$ cat src/rtl/imm_gen_pipe.sv
// imm_gen_pipe: RV32/RV64 immediate generator with a 2-entry elastic buffer.
//
// Decodes the instruction as it enters the block. Only the decoded fields
// (imm/fmt/illegal/tag) are stored, in an output register plus one skid
// register. in_ready is registered, so there is no combinational path from
// out_ready back to in_ready.
//
// Ports
//   clk, rst            clock, asynchronous active-high reset
//   flush               synchronous discard of all held entries
//   in_valid/in_ready   instruction handshake; in_inst, in_tag
//   out_valid/out_ready result handshake; out_imm, out_fmt, out_illegal, out_tag
//   out_fmt codes: 0 none, 1 I, 2 S, 3 B, 4 U, 5 J, 6 Z (CSR zimm), 7 SH

// Combinational immediate decoder.
module imm_gen_dec #(
  parameter int XLEN = 32
) (
  input  logic [31:0]     inst,
  output logic [XLEN-1:0] imm,
  output logic [2:0]      fmt,
  output logic            illegal
);
  localparam logic [2:0] F_NONE = 3'd0, F_I = 3'd1, F_S = 3'd2, F_B = 3'd3,
                         F_U = 3'd4, F_J = 3'd5, F_Z = 3'd6, F_SH = 3'd7;
  localparam bit RV64 = (XLEN == 64);

  logic [6:0] opc;
  logic [2:0] f3;
  logic       is_shift;
  logic [XLEN-1:0] imm_i, imm_s, imm_b, imm_u, imm_j, shamt, shamt_w, zimm;

  assign opc      = inst[6:0];
  assign f3       = inst[14:12];
  assign is_shift = (f3 == 3'b001) || (f3 == 3'b101);

  // Signed casts sign-extend from inst[31] up to XLEN.
  assign imm_i   = XLEN'($signed(inst[31:20]));
  assign imm_s   = XLEN'($signed({inst[31:25], inst[11:7]}));
  assign imm_b   = XLEN'($signed({inst[31], inst[7], inst[30:25], inst[11:8], 1'b0}));
  assign imm_u   = XLEN'($signed({inst[31:12], 12'b0}));
  assign imm_j   = XLEN'($signed({inst[31], inst[19:12], inst[20], inst[30:21], 1'b0}));
  // RV64 OP-IMM shifts carry a 6-bit shamt; the *W forms keep 5 bits.
  assign shamt   = RV64 ? XLEN'(inst[25:20]) : XLEN'(inst[24:20]);
  assign shamt_w = XLEN'(inst[24:20]);
  assign zimm    = XLEN'(inst[19:15]);

  always_comb begin
    imm     = '0;
    fmt     = F_NONE;
    illegal = 1'b0;
    case (opc)
      7'b0000011, 7'b1100111: begin fmt = F_I; imm = imm_i; end
      7'b0010011: begin
        if (is_shift) begin fmt = F_SH; imm = shamt; end
        else          begin fmt = F_I;  imm = imm_i; end
      end
      7'b0011011: begin
        if (!RV64)         illegal = 1'b1;
        else if (is_shift) begin fmt = F_SH; imm = shamt_w; end
        else               begin fmt = F_I;  imm = imm_i;   end
      end
      7'b0100011:             begin fmt = F_S; imm = imm_s; end
      7'b1100011:             begin fmt = F_B; imm = imm_b; end
      7'b0110111, 7'b0010111: begin fmt = F_U; imm = imm_u; end
      7'b1101111:             begin fmt = F_J; imm = imm_j; end
      7'b0110011, 7'b0001111: ;  // register/fence forms: no immediate
      7'b0111011:             illegal = !RV64;
      7'b1110011: begin
        if (f3[2]) begin fmt = F_Z; imm = zimm;  end
        else       begin fmt = F_I; imm = imm_i; end
      end
      default: illegal = 1'b1;
    endcase
  end
endmodule

module imm_gen_pipe #(
  parameter int XLEN  = 32,
  parameter int TAG_W = 8
) (
  input  logic             clk,
  input  logic             rst,
  input  logic             flush,
  input  logic             in_valid,
  output logic             in_ready,
  input  logic [31:0]      in_inst,
  input  logic [TAG_W-1:0] in_tag,
  output logic             out_valid,
  input  logic             out_ready,
  output logic [XLEN-1:0]  out_imm,
  output logic [2:0]       out_fmt,
  output logic             out_illegal,
  output logic [TAG_W-1:0] out_tag
);
  typedef struct packed {
    logic [XLEN-1:0]  imm;
    logic [2:0]       fmt;
    logic             ill;
    logic [TAG_W-1:0] tag;
  } ent_t;

  typedef enum logic [1:0] {EMPTY, ONE, TWO} state_t;

  state_t state;
  ent_t   dec, head, skid;
  logic   acc, pop;

  imm_gen_dec #(.XLEN(XLEN)) u_dec (
    .inst    (in_inst),
    .imm     (dec.imm),
    .fmt     (dec.fmt),
    .illegal (dec.ill)
  );
  assign dec.tag = in_tag;

  assign acc = in_valid & in_ready;
  assign pop = out_valid & out_ready;

  // head is always the oldest entry; skid only fills when head is stalled.
  always_ff @(posedge clk or posedge rst) begin
    if (rst) begin
      state     <= EMPTY;
      out_valid <= 1'b0;
      in_ready  <= 1'b1;
      head      <= '0;
      skid      <= '0;
    end else if (flush) begin
      state     <= EMPTY;
      out_valid <= 1'b0;
      in_ready  <= 1'b1;
    end else begin
      case (state)
        EMPTY: if (acc) begin
          head <= dec; state <= ONE; out_valid <= 1'b1; in_ready <= 1'b1;
        end
        ONE: begin
          case ({acc, pop})
            2'b10: begin
              skid <= dec; state <= TWO; out_valid <= 1'b1; in_ready <= 1'b0;
            end
            2'b01: begin
              state <= EMPTY; out_valid <= 1'b0; in_ready <= 1'b1;
            end
            2'b11: begin
              head <= dec; state <= ONE; out_valid <= 1'b1; in_ready <= 1'b1;
            end
            default: ;
          endcase
        end
        TWO: if (pop) begin
          head <= skid; state <= ONE; out_valid <= 1'b1; in_ready <= 1'b1;
        end
        default: begin
          state <= EMPTY; out_valid <= 1'b0; in_ready <= 1'b1;
        end
      endcase
    end
  end

  assign out_imm     = head.imm;
  assign out_fmt     = head.fmt;
  assign out_illegal = head.ill;
  assign out_tag     = head.tag;
endmodule
$ cat config.mk
export PLATFORM = sky130hd
export DESIGN_NAME = imm_gen_pipe
export DESIGN_NICKNAME = d
export VERILOG_FILES = /design/src/rtl/imm_gen_pipe.sv
export SDC_FILE = /design/constraint.sdc
export NUM_CORES = 1
export LEC_CHECK = 0
export BUFFER_PORTS_ARGS = -buffer_cell sky130_fd_sc_hd__buf_2
export CELL_PAD_IN_SITES_DETAIL_PLACEMENT = 0
export CELL_PAD_IN_SITES_GLOBAL_PLACEMENT = 2
export CORE_UTILIZATION = 33
export CTS_CLUSTER_SIZE = 24
export DETAILED_ROUTE_END_ITERATION = 6
export PLACE_DENSITY = 0.79
export SETUP_SLACK_MARGIN = 0.4
export SLEW_MARGIN = 20
export SYNTH_ARGS = -nofsm -noshare
export SYNTH_HDL_FRONTEND = slang
export SYNTH_SLANG_ARGS = --single-unit
$ cat constraint.sdc
create_clock -name clk -period 3.43 [get_ports clk]
set_input_delay 0.686 -clock clk [delete_from_list [all_inputs] [get_ports clk]]
set_output_delay 0.686 -clock clk [all_outputs]
set_load 0.02 [all_outputs]
==> summary.md, run 1 <==
| Metric | Value |
|---|---|
| Post-Syn Area | 4490 sq um |
| FMAX | 434 MHz |
| Final Hold Fails | 0 |
| RSZ-0062 raised after global routing | no |
| CTS tree | done |
| Post-synth top area share | 0.507 |
| Worst setup path category | register to register |
| Vias | 3797 |
| TritonCTS buffer count | 9 |
| Leak | 0.00241 uW |
| Total Routed Length | 12100 um |
| Vias in the first global route | 3668 |
| Synth Net Count | 527 |
| Hold WS | 0.448 ns |
| Htree depth | 3 |
| Initial antenna violation count | 0 |
| Synth cell types | 61 |
| Internal | 2300 uW |
| Post-synth EDFFs | 0 |
| Worst R2R End | out_tag[5] |
| TritonRoute pass-1 iters | 5 |
| FF-to-FF setup slack | 1.12 ns |
| WP data required | 3.69 ns |
| Core area | 13200 sq um |
| Vias/cell | 5.14 |
| Max FO, Critical Path | 45 |
| Maximum clock path buffer count | 2 |
| Hpwl dp | 8260 um |
| Register bit total from synthesis | 92 |
| Main synth FF type | dfrtp_1 |
| # diodes | 0 |
| Clock slew at reported path FFs | 0.07 ns |
| End of the critical path | out_tag[5] |
| Gr ovfl total | 0 |
| Sequential share of power | 0.444 |
| Layout Skew | 0.00846 ns |
| Min-delay worst type | primary input to async pin |
| Drt drc | 0 |
| Startpoint class of the critical path | register |
| Layout cells sized above 1 | 0.254 |
| Max-Cap Viols | 0 |
| Starting DRC count in detailed routing | 283 |
| Largest net degree at the start of global routing | 51 |
| Pwr dens | 631 nW/um^2 |
| Port-buffer cells | 90 |
| CP startpoint | state[0] |
| Syn. warnings | 0 |
| DR WL/cell | 16.3 um |
| GP Congestion | 0.808 |
| Setup TNS | 0 ns |
| Effective utilization at floorplan | 0.339 |
| Relative slew slack | 0.395 |
| Synth top area cells | dfrtp_1 51%, nand2_1 8.3%, nor2_1 4.6% |
| Cells after Synth | 482 |
| VDD IR-drop max | 0.233 mV |
| Layout area overhead | 20.1% |
| Outcome | finished, final reports clean |
| Die Area | 14100 sq um |
| Reg2reg start | state[0] |
| Max incr delay on CP | 0.80 ns |
| Clock sinks | 92 |
| Actual slew at the worst max-slew pin | 0.907 ns |
| Die width | 119 um |
| Worst-Skew Late Latency | 0.34 ns |
| Synth area leader | dfrtp_1 |
| Async set or reset register ratio after synthesis | 1.00 |
| Die Height | 119 um |
| Slew Limit Fails | 0 |
| Critical-path cell list | a21boi_2 > o32ai_2 > and2b_2 > buf_4 > nor2_1 > a31oi_1 |
| Sw Share | 0.323 |
| IO Pins | 91 |
| PostCTS Resize Cnt | 0 |
| Total net switching power | 1100 uW |
| # rows | 42 |
| Setup Viol. Count Final | 0 |
| First-pass GRT wire length | 19600 um |
| Final nets | 604 |
| CP endpoint kind | register |
| Min Tclk post-route | 2.31 ns |
| Period utilisation layout | 0.672 |
| Post-synthesis sequential area ratio | 0.513 |
| Worst r2r path cells | 6 |
| Syn avg cell area | 9.32 sq um |
| Setup bufs post-CTS | 0 |
| Crit path max-delay cell type | and2b_2 |
| Clock power frac | 0.304 |
| Root buffer cell | clkbuf_16 |
| Comb pwr share | 0.252 |
| Final ANT Viol Nets | 0 |
| Gr usage total | 0.179 |
| # hold bufs at CTS | 0 |
| WP data arrival | 2.57 ns |
## critical path: cells and delay by family, from the launching register on
family	cells	cell delay [ns]
AO/OA/AOI/OAI	3	0.65
buffers and inverters	1	0.28
flip-flops	1	0.44
AND/OR/NAND/NOR	2	0.85
## cells in the mapped netlist, drive strengths merged (4+ instances only)
master,count
a211oi,20
a21oi,22
a221o,6
a222oi,4
a31oi,21
and3,9
buf,20
clkbuf,14
dfrtp,91
inv,4
nand2,100
nand2b,7
nand3,12
nor2,56
nor2b,4
nor3,22
o21ai,25
o22ai,6
## power groups by stage
stage               Combinational, uW  Sequential [uW]  Clock [uW]
CTS                               867             1520        1060
detailed placement                867             1530           0
global route                      952             1550        1100
floorplan                         426             1670           0
finish                            856             1510        1030
global placement                  852             1520           0
## layer usage
layer / vias up / track usage / share of wire
met1: 1829 / 0.244 / 0.48
li1: 1865 / - / -
met5: - / 0 / 0
met3: 11 / 0.0386 / 0.050
met4: 0 / 0.0601 / 0.012
met2: 92 / 0.283 / 0.46
## kinds of logic (layout without fill, tap and decap cells)
logic type | count (synthesis) | after routing | synth area share
flops | 92 | 92 | 0.513
buf+inv | 38 | 119 | 0.0421
xor+xnor | 2 | 2 | 0.00390
simple gates | 228 | 228 | 0.232
compound gates | 120 | 120 | 0.204
mux | 2 | 2 | 0.00501
## placed cells by master (no fill, tap or decap), drive strengths merged, types with 9 or more instances in the layout
cell type	n
nand2	100
a21oi	22
dfrtp	91
nor2	56
buf	100
nor3	22
and3	9
a31oi	21
nand3	12
clkbuf	12
o21ai	25
a211oi	20
## cell type report
| type | count | area (sq um) |
|---|---|---|
| well taps | 176 | 220 |
| flip-flops and latches | 92 | 2300 |
| inverters | 4 | 18.8 |
| repair buffers | 100 | 538 |
| fillers | 1402 | 7850 |
| multi-input cells | 352 | 2000 |
| clock inverters | 3 | 43.8 |
| clock buffers | 12 | 267 |
## per-stage QoR
step,setup WS [ns],total power (uW),utilization,area [sq um],instances
after floorplan,1.31,2090,-,4490,482
after global placement,0.926,2380,0.384,5080,724
after detailed placement,0.838,2400,0.384,5080,724
after CTS,1.08,3440,0.407,5390,739
after global routing,0.953,3600,0.407,5390,739
final,1.12,3400,0.407,5390,739
## how the worst min path moves through the flow
stage                        start  cells past startpoint  slack [ns]          to
after floorplan           skid[17]                      2        0.43    skid[17]
after global placement    skid[20]                      2        0.45    skid[20]
after detailed placement  skid[20]                      2        0.45    skid[20]
after CTS                      rst                      2        0.47  out_tag[0]
after global routing           rst                      2        0.49  out_tag[1]
final                          rst                      2        0.45  out_imm[6]
## state kept, by name, indices dropped and copies added (netlist names)
register and count:
in_ready 1, out_fmt 3, out_illegal 1, out_imm 32, out_tag 8, out_valid 1, skid 44, state 2
(Power assumes the default switching activity.)
==> inputs of run 2 (changes only) <==
clock period = 2.3 ns   (was 3.43 ns; I/O delays follow)
==> summary.md, run 2 (synthesis gave the netlist of run 1 again) <==
| Metric | Value |
|---|---|
| Outcome | finished, final reports clean |
| Crit path buffers/inverters | 1 (unchanged) |
| CTS tree | done |
| Die Height | 119 um (unchanged) |
| Max FO, Critical Path | 6 (-87%) |
| Min Tclk post-route | 1.80 ns (-0.509 ns) |
| Gr ovfl total | 0 (unchanged) |
| Final ANT Viol Nets | 0 (unchanged) |
| Effective utilization at floorplan | 0.339 (unchanged) |
| Total Routed Length | 12600 um (+4.7%) |
| Vias/cell | 5.15 (+0.28%) |
| Actual slew at the worst max-slew pin | 0.517 ns (-0.390 ns) |
| Maximum clock path buffer count | 2 (unchanged) |
| Relative slew slack | 0.655 (+0.260) |
| Layout Skew | 0.00606 ns (-0.00239 ns) |
| Hpwl dp | 8550 um (+3.5%) |
| Root buffer cell | clkbuf_16 |
| Htree depth | 3 (unchanged) |
| TritonRoute pass-1 iters | 6 (+1) |
| # diodes | 0 (unchanged) |
| CP endpoint kind | register |
| IO Pins | 91 (unchanged) |
| Max-Cap Viols | 0 (unchanged) |
| TritonCTS buffer count | 9 (unchanged) |
| Largest net degree at the start of global routing | 93 (+82%) |
| Die Area | 14100 sq um (unchanged) |
| VDD IR-drop max | 0.353 mV (+51%) |
| Vias | 3890 (+2.4%) |
| Pwr dens | 919 nW/um^2 (+46%) |
| # rows | 42 (unchanged) |
| Drt drc | 0 (unchanged) |
| Initial antenna violation count | 0 (unchanged) |
| Leading cell type in the layout, fill and taps excluded | nand2_1 |
| First-pass GRT wire length | 20700 um (+5.6%) |
| WP data arrival | 2.03 ns (-0.54 ns) |
| Min-delay worst type | primary input to async pin |
| Port-buffer cells | 90 (unchanged) |
| Startpoint class of the critical path | register |
| FMAX | 557 MHz (+28%) |
| Worst setup path category | register to register |
| Max incr delay on CP | 0.43 ns (-0.37 ns) |
| DR WL/cell | 16.7 um (+2.5%) |
| Core area | 13200 sq um (unchanged) |
| Area after DPL | 5190 sq um (+2.1%) |
| Clock sinks | 92 (unchanged) |
| RSZ-0062 raised after global routing | yes |
| Setup TNS | 0 ns (unchanged) |
| WP data required | 2.53 ns (-1.16 ns) |
| Vias in the first global route | 3724 (+1.5%) |
| Worst-Skew Late Latency | 0.34 ns (about the same) |
| Leak | 0.00251 uW (+4.2%) |
| Gr usage total | 0.192 (+0.0125) |
| Starting DRC count in detailed routing | 299 (+5.7%) |
| # hold bufs at CTS | 0 (unchanged) |
| Final Hold Fails | 0 (unchanged) |
| GP Congestion | 0.806 (-0.14%) |
| Setup Viol. Count Final | 0 (unchanged) |
| Clock slew at reported path FFs | 0.06 ns (about the same) |
| Layout cells sized above 1 | 0.283 (+0.0293) |
| Finished Cell Area | 5600 sq um (+3.9%) |
| CP delay by family, top | compound AO/OA/AOI/OAI gates |
| Top reg by flops | skid |
| Slew Limit Fails | 0 (unchanged) |
| Die width | 119 um (unchanged) |
| Max FFs per register | 44 (unchanged) |
| Period utilisation layout | 0.781 (+0.109) |
| Layout area overhead | 24.7% |
| Final nets | 619 (+2.5%) |
| Critical-path cell list | a21boi_2 > o32ai_4 > buf_4 > and2b_1 > mux2_2 |
| Commonest cells after routing, fill and taps aside | 98 x nand2_1, 91 x dfrtp_1, 90 x buf_2 |
| Crit path max-delay cell type | dfrtp_1 |
[run 2: cell count changes in the layout (fill, tap and decap cells not counted), moves of 2 or more]
cell	change
buf_4	+8
nor3_1	-4
nor3_2	+4
buf_12	+3
and2b_4	+2
buf_6	+2
nand2b_1	-2
[run 2: worst paths after layout]
kind,start,end,slack [ns],cells after the start
hold reg to reg,skid[17],skid[17],0.46,2
min in group clk,in_tag[0],skid[0],0.32,3
setup / recovery,state[0],out_fmt[1],0.50,5
max in group asynchronous,rst,in_ready,1.65,3
setup reg to reg,state[0],out_fmt[1],0.50,5
hold / removal,rst,skid[0],0.23,3
[run 2: per-stage QoR]
stage	total power [uW]	worst slack [ns]	hold WS, ns	instances	utilization
2_1_floorplan	3120	0.408	0.430	482	-
3_3_place_gp	3570	0.224	0.441	733	0.392
3_5_place_dp	3610	0.204	0.447	733	0.392
4_1_cts	5200	0.416	0.277	753	0.420
5_1_grt	5450	0.392	0.281	755	0.423
6_report	5150	0.503	0.232	755	0.423
[run 2: worst register-to-register path: stages, from the launching register on]
cell,delay [ns]
dfrtp_1,0.43
a21boi_2,0.20
o32ai_4,0.29
buf_4,0.17
and2b_1,0.24
mux2_2,0.36
[run 2: final cells by class]
cell class,count,area [sq um]
Clock buffer,13,270
Tap cell,176,220
Multi-Input combinational cell,354,2060
Timing Repair Buffer,113,681
Fill cell,1353,7640
Clock inverter,3,43.8
Inverter,4,18.8
Sequential cell,92,2300
[run 2: per-layer routing]
metal	GRT usage	share of wire	wire [um]
met3	0.0294	0.047	588
met4	0.0704	0.016	201
met2	0.291	0.45	5720
met5	0	0	0
met1	0.276	0.49	6130
[run 2: repair_timing]
action,in CTS,in global routing
resized for setup,7,7
endpoints found under the setup margin,35,41
cloned,2,0
pin swaps,1,1
buffers inserted,2,2
[run 2: power by group]
group	leakage [uW]	internal (uW)	switching, uW
registers	0.00116	2020	232
logic	0.00119	532	823
clock network	0.000156	932	609
total	0.00251	3490	1660
==> inputs of run 3 (changes only) <==
clock period = 1.7 ns   (was 2.3 ns; I/O delays follow)
==> summary.md, run 3 (synthesis gave the netlist of run 1 again) <==
| Metric | Value |
|---|---|
| Port-buffer cells | 90 (unchanged) |
| Leading cell type in the layout, fill and taps excluded | dfrtp_1 |
| Final Util | 0.562 (+0.139) |
| Starting DRC count in detailed routing | 198 (-34%) |
| Min-delay worst type | primary input to async pin |
| Fillcell total | 1174 (-13%) |
| Largest net degree at the start of global routing | 93 (unchanged) |
| # rows | 42 (unchanged) |
| Relative slew slack | 0.630 (-0.0251) |
| Slew Limit Fails | 0 (unchanged) |
| WP data required | 1.92 ns (-0.61 ns) |
| Sequential share of power | 0.406 (-0.032) |
| Maximum clock path buffer count | 2 (unchanged) |
| Sw Share | 0.347 (+0.0236) |
| WP data arrival | 1.95 ns (-0.08 ns) |
| Vias | 4348 (+12%) |
| Max FO, Critical Path | 7 (+1) |
| Multi-input gate area | 2910 sq um (+41%) |
| Commonest cells after routing, fill and taps aside | 89 x dfrtp_1, 88 x buf_2, 53 x nand2_1 |
| Setup ws final | -0.0294 ns (-0.533 ns) |
| VDD IR-drop max | 0.603 mV (+71%) |
| Worst setup path category | register to register |
| RSZ-0062 raised after global routing | yes |
| GP Congestion | 0.797 (-1.1%) |
| Layout cells sized above 1 | 0.579 (+0.296) |
| Internal | 5250 uW (+50%) |
| TritonRoute pass-1 iters | 5 (-1) |
| Actual slew at the worst max-slew pin | 0.555 ns (+0.0377 ns) |
| Violated checks | negative setup slack |
| Clock slew at reported path FFs | 0.06 ns (about the same) |
| # hold bufs at CTS | 0 (unchanged) |
| End of the critical path | out_imm[5] |
| Outcome | complete, but fails checks |
| Max-Cap Viols | 0 (unchanged) |
| DR WL/cell | 18.2 um (+9.0%) |
| Core area | 13200 sq um (unchanged) |
| Final nets | 689 (+11%) |
| Reg2reg start | in_ready |
| Startpoint class of the critical path | register |
| Drt drc | 0 (unchanged) |
| Hpwl dp | 9230 um (+7.9%) |
| Comb pwr share | 0.335 (+0.072) |
| Final Hold Fails | 0 (unchanged) |
| Total net switching power | 2780 uW (+67%) |
| Effective utilization at floorplan | 0.339 (unchanged) |
| Max FFs per register | 44 (unchanged) |
| CP startpoint | in_ready |
| IO Pins | 91 (unchanged) |
| FF-to-FF setup slack | -0.03 ns (-0.53 ns) |
| # diodes | 0 (unchanged) |
| Layout area overhead | 65.6% |
| Min Tclk post-route | 1.73 ns (-0.0671 ns) |
| Gr usage total | 0.217 (+0.0256) |
| Period utilisation layout | 1.02 (+0.236) |
| Clock sinks | 92 (unchanged) |
| TritonCTS buffer count | 9 (unchanged) |
| Layout Skew | 0.00954 ns (+0.00348 ns) |
| Htree depth | 3 (unchanged) |
| Clock power frac | 0.259 (-0.040) |
| Die Height | 119 um (unchanged) |
| Pwr dens | 1080 nW/um^2 (+17%) |
| First-pass GRT wire length | 23900 um (+16%) |
| Die width | 119 um (unchanged) |
| Vias/cell | 5.27 (+2.3%) |
| Vias in the first global route | 4432 (+19%) |
| Root buffer cell | clkbuf_16 |
| Final ANT Viol Nets | 0 (unchanged) |
| CTS tree | done |
| Register cell area after layout | 2310 sq um (+0.11%) |
| Worst R2R End | out_imm[5] |
| Worst r2r path cells | 6 (+1) |
| Leak | 0.00322 uW (+28%) |
| FMAX | 578 MHz (+3.9%) |
| Top reg by flops | skid |
| Die Area | 14100 sq um (unchanged) |
| Setup Viol. Count Final | 5 (+5) |
| Gr ovfl total | 0 (unchanged) |
| CP endpoint kind | register |
| Initial antenna violation count | 0 (unchanged) |
| Hold WS | 0.107 ns (-0.124 ns) |
| Total Routed Length | 15100 um (+19%) |
| Worst-Skew Late Latency | 0.35 ns (about the same) |
-- run 3: final cells by class --
type | instances | area share
Multi-Input combinational cell | 353 | 0.391
Sequential cell | 92 | 0.310
Tap cell | 176 | 0.0296
Inverter | 4 | 0.00252
Timing Repair Buffer | 184 | 0.225
Clock buffer | 12 | 0.0345
Clock inverter | 4 | 0.00639
-- run 3: through the flow --
stage	power, uW	instances	setup WS (ns)	TNS [ns]	instance area (sq um)
after floorplan	4290	482	-0.0267	-0.238	4720
after global placement	4950	772	-0.239	-7.66	5620
after detailed placement	5010	772	-0.270	-9.05	5620
after CTS	7750	812	-0.0194	-0.0416	6930
after global routing	8410	825	-0.0874	-1.67	7440
final	8030	825	-0.0294	-0.0706	7440
-- run 3: timing repair --
item	CTS	global route
setup buffers	14	11
gates resized for setup	152	74
hold endpoints to repair	0	0
setup endpoints to repair	92	93
pin swaps	64	27
cloned	10	2
-- run 3: metal layers --
metal	vias to the layer above	GRT usage	wire (um)
li1	2061	-	-
met5	-	0	0
met1	2171	0.314	7130
met2	106	0.338	7160
met3	10	0.0396	638
met4	0	0.0467	125
-- run 3: worst min-delay path by stage --
stage / startpoint / to / slack (ns)
floorplan: flush / state[1] / 0.40
global placement: skid[20] / skid[20] / 0.45
detailed placement: skid[21] / skid[21] / 0.46
CTS: rst / out_tag[1] / 0.16
global route: rst / skid[0] / 0.19
finish: rst / skid[0] / 0.11
-- run 3: power by group through the flow --
| stage | sequential, uW | clock (uW) | combinational, uW |
|---|---|---|---|
| 2_1_floorplan | 3370 | 0 | 924 |
| 3_3_place_gp | 3060 | 0 | 1900 |
| 3_5_place_dp | 3070 | 0 | 1930 |
| 4_1_cts | 3170 | 2120 | 2460 |
| 5_1_grt | 3320 | 2210 | 2880 |
| 6_report | 3260 | 2080 | 2690 |
-- run 3: worst max-delay path: stages, from the launching register on --
cell and delay (ns):
dfstp_2 0.55, nand2_4 0.07, o32ai_4 0.26, buf_6 0.15, nand2b_4 0.08, buf_12 0.14, a221o_1 0.35
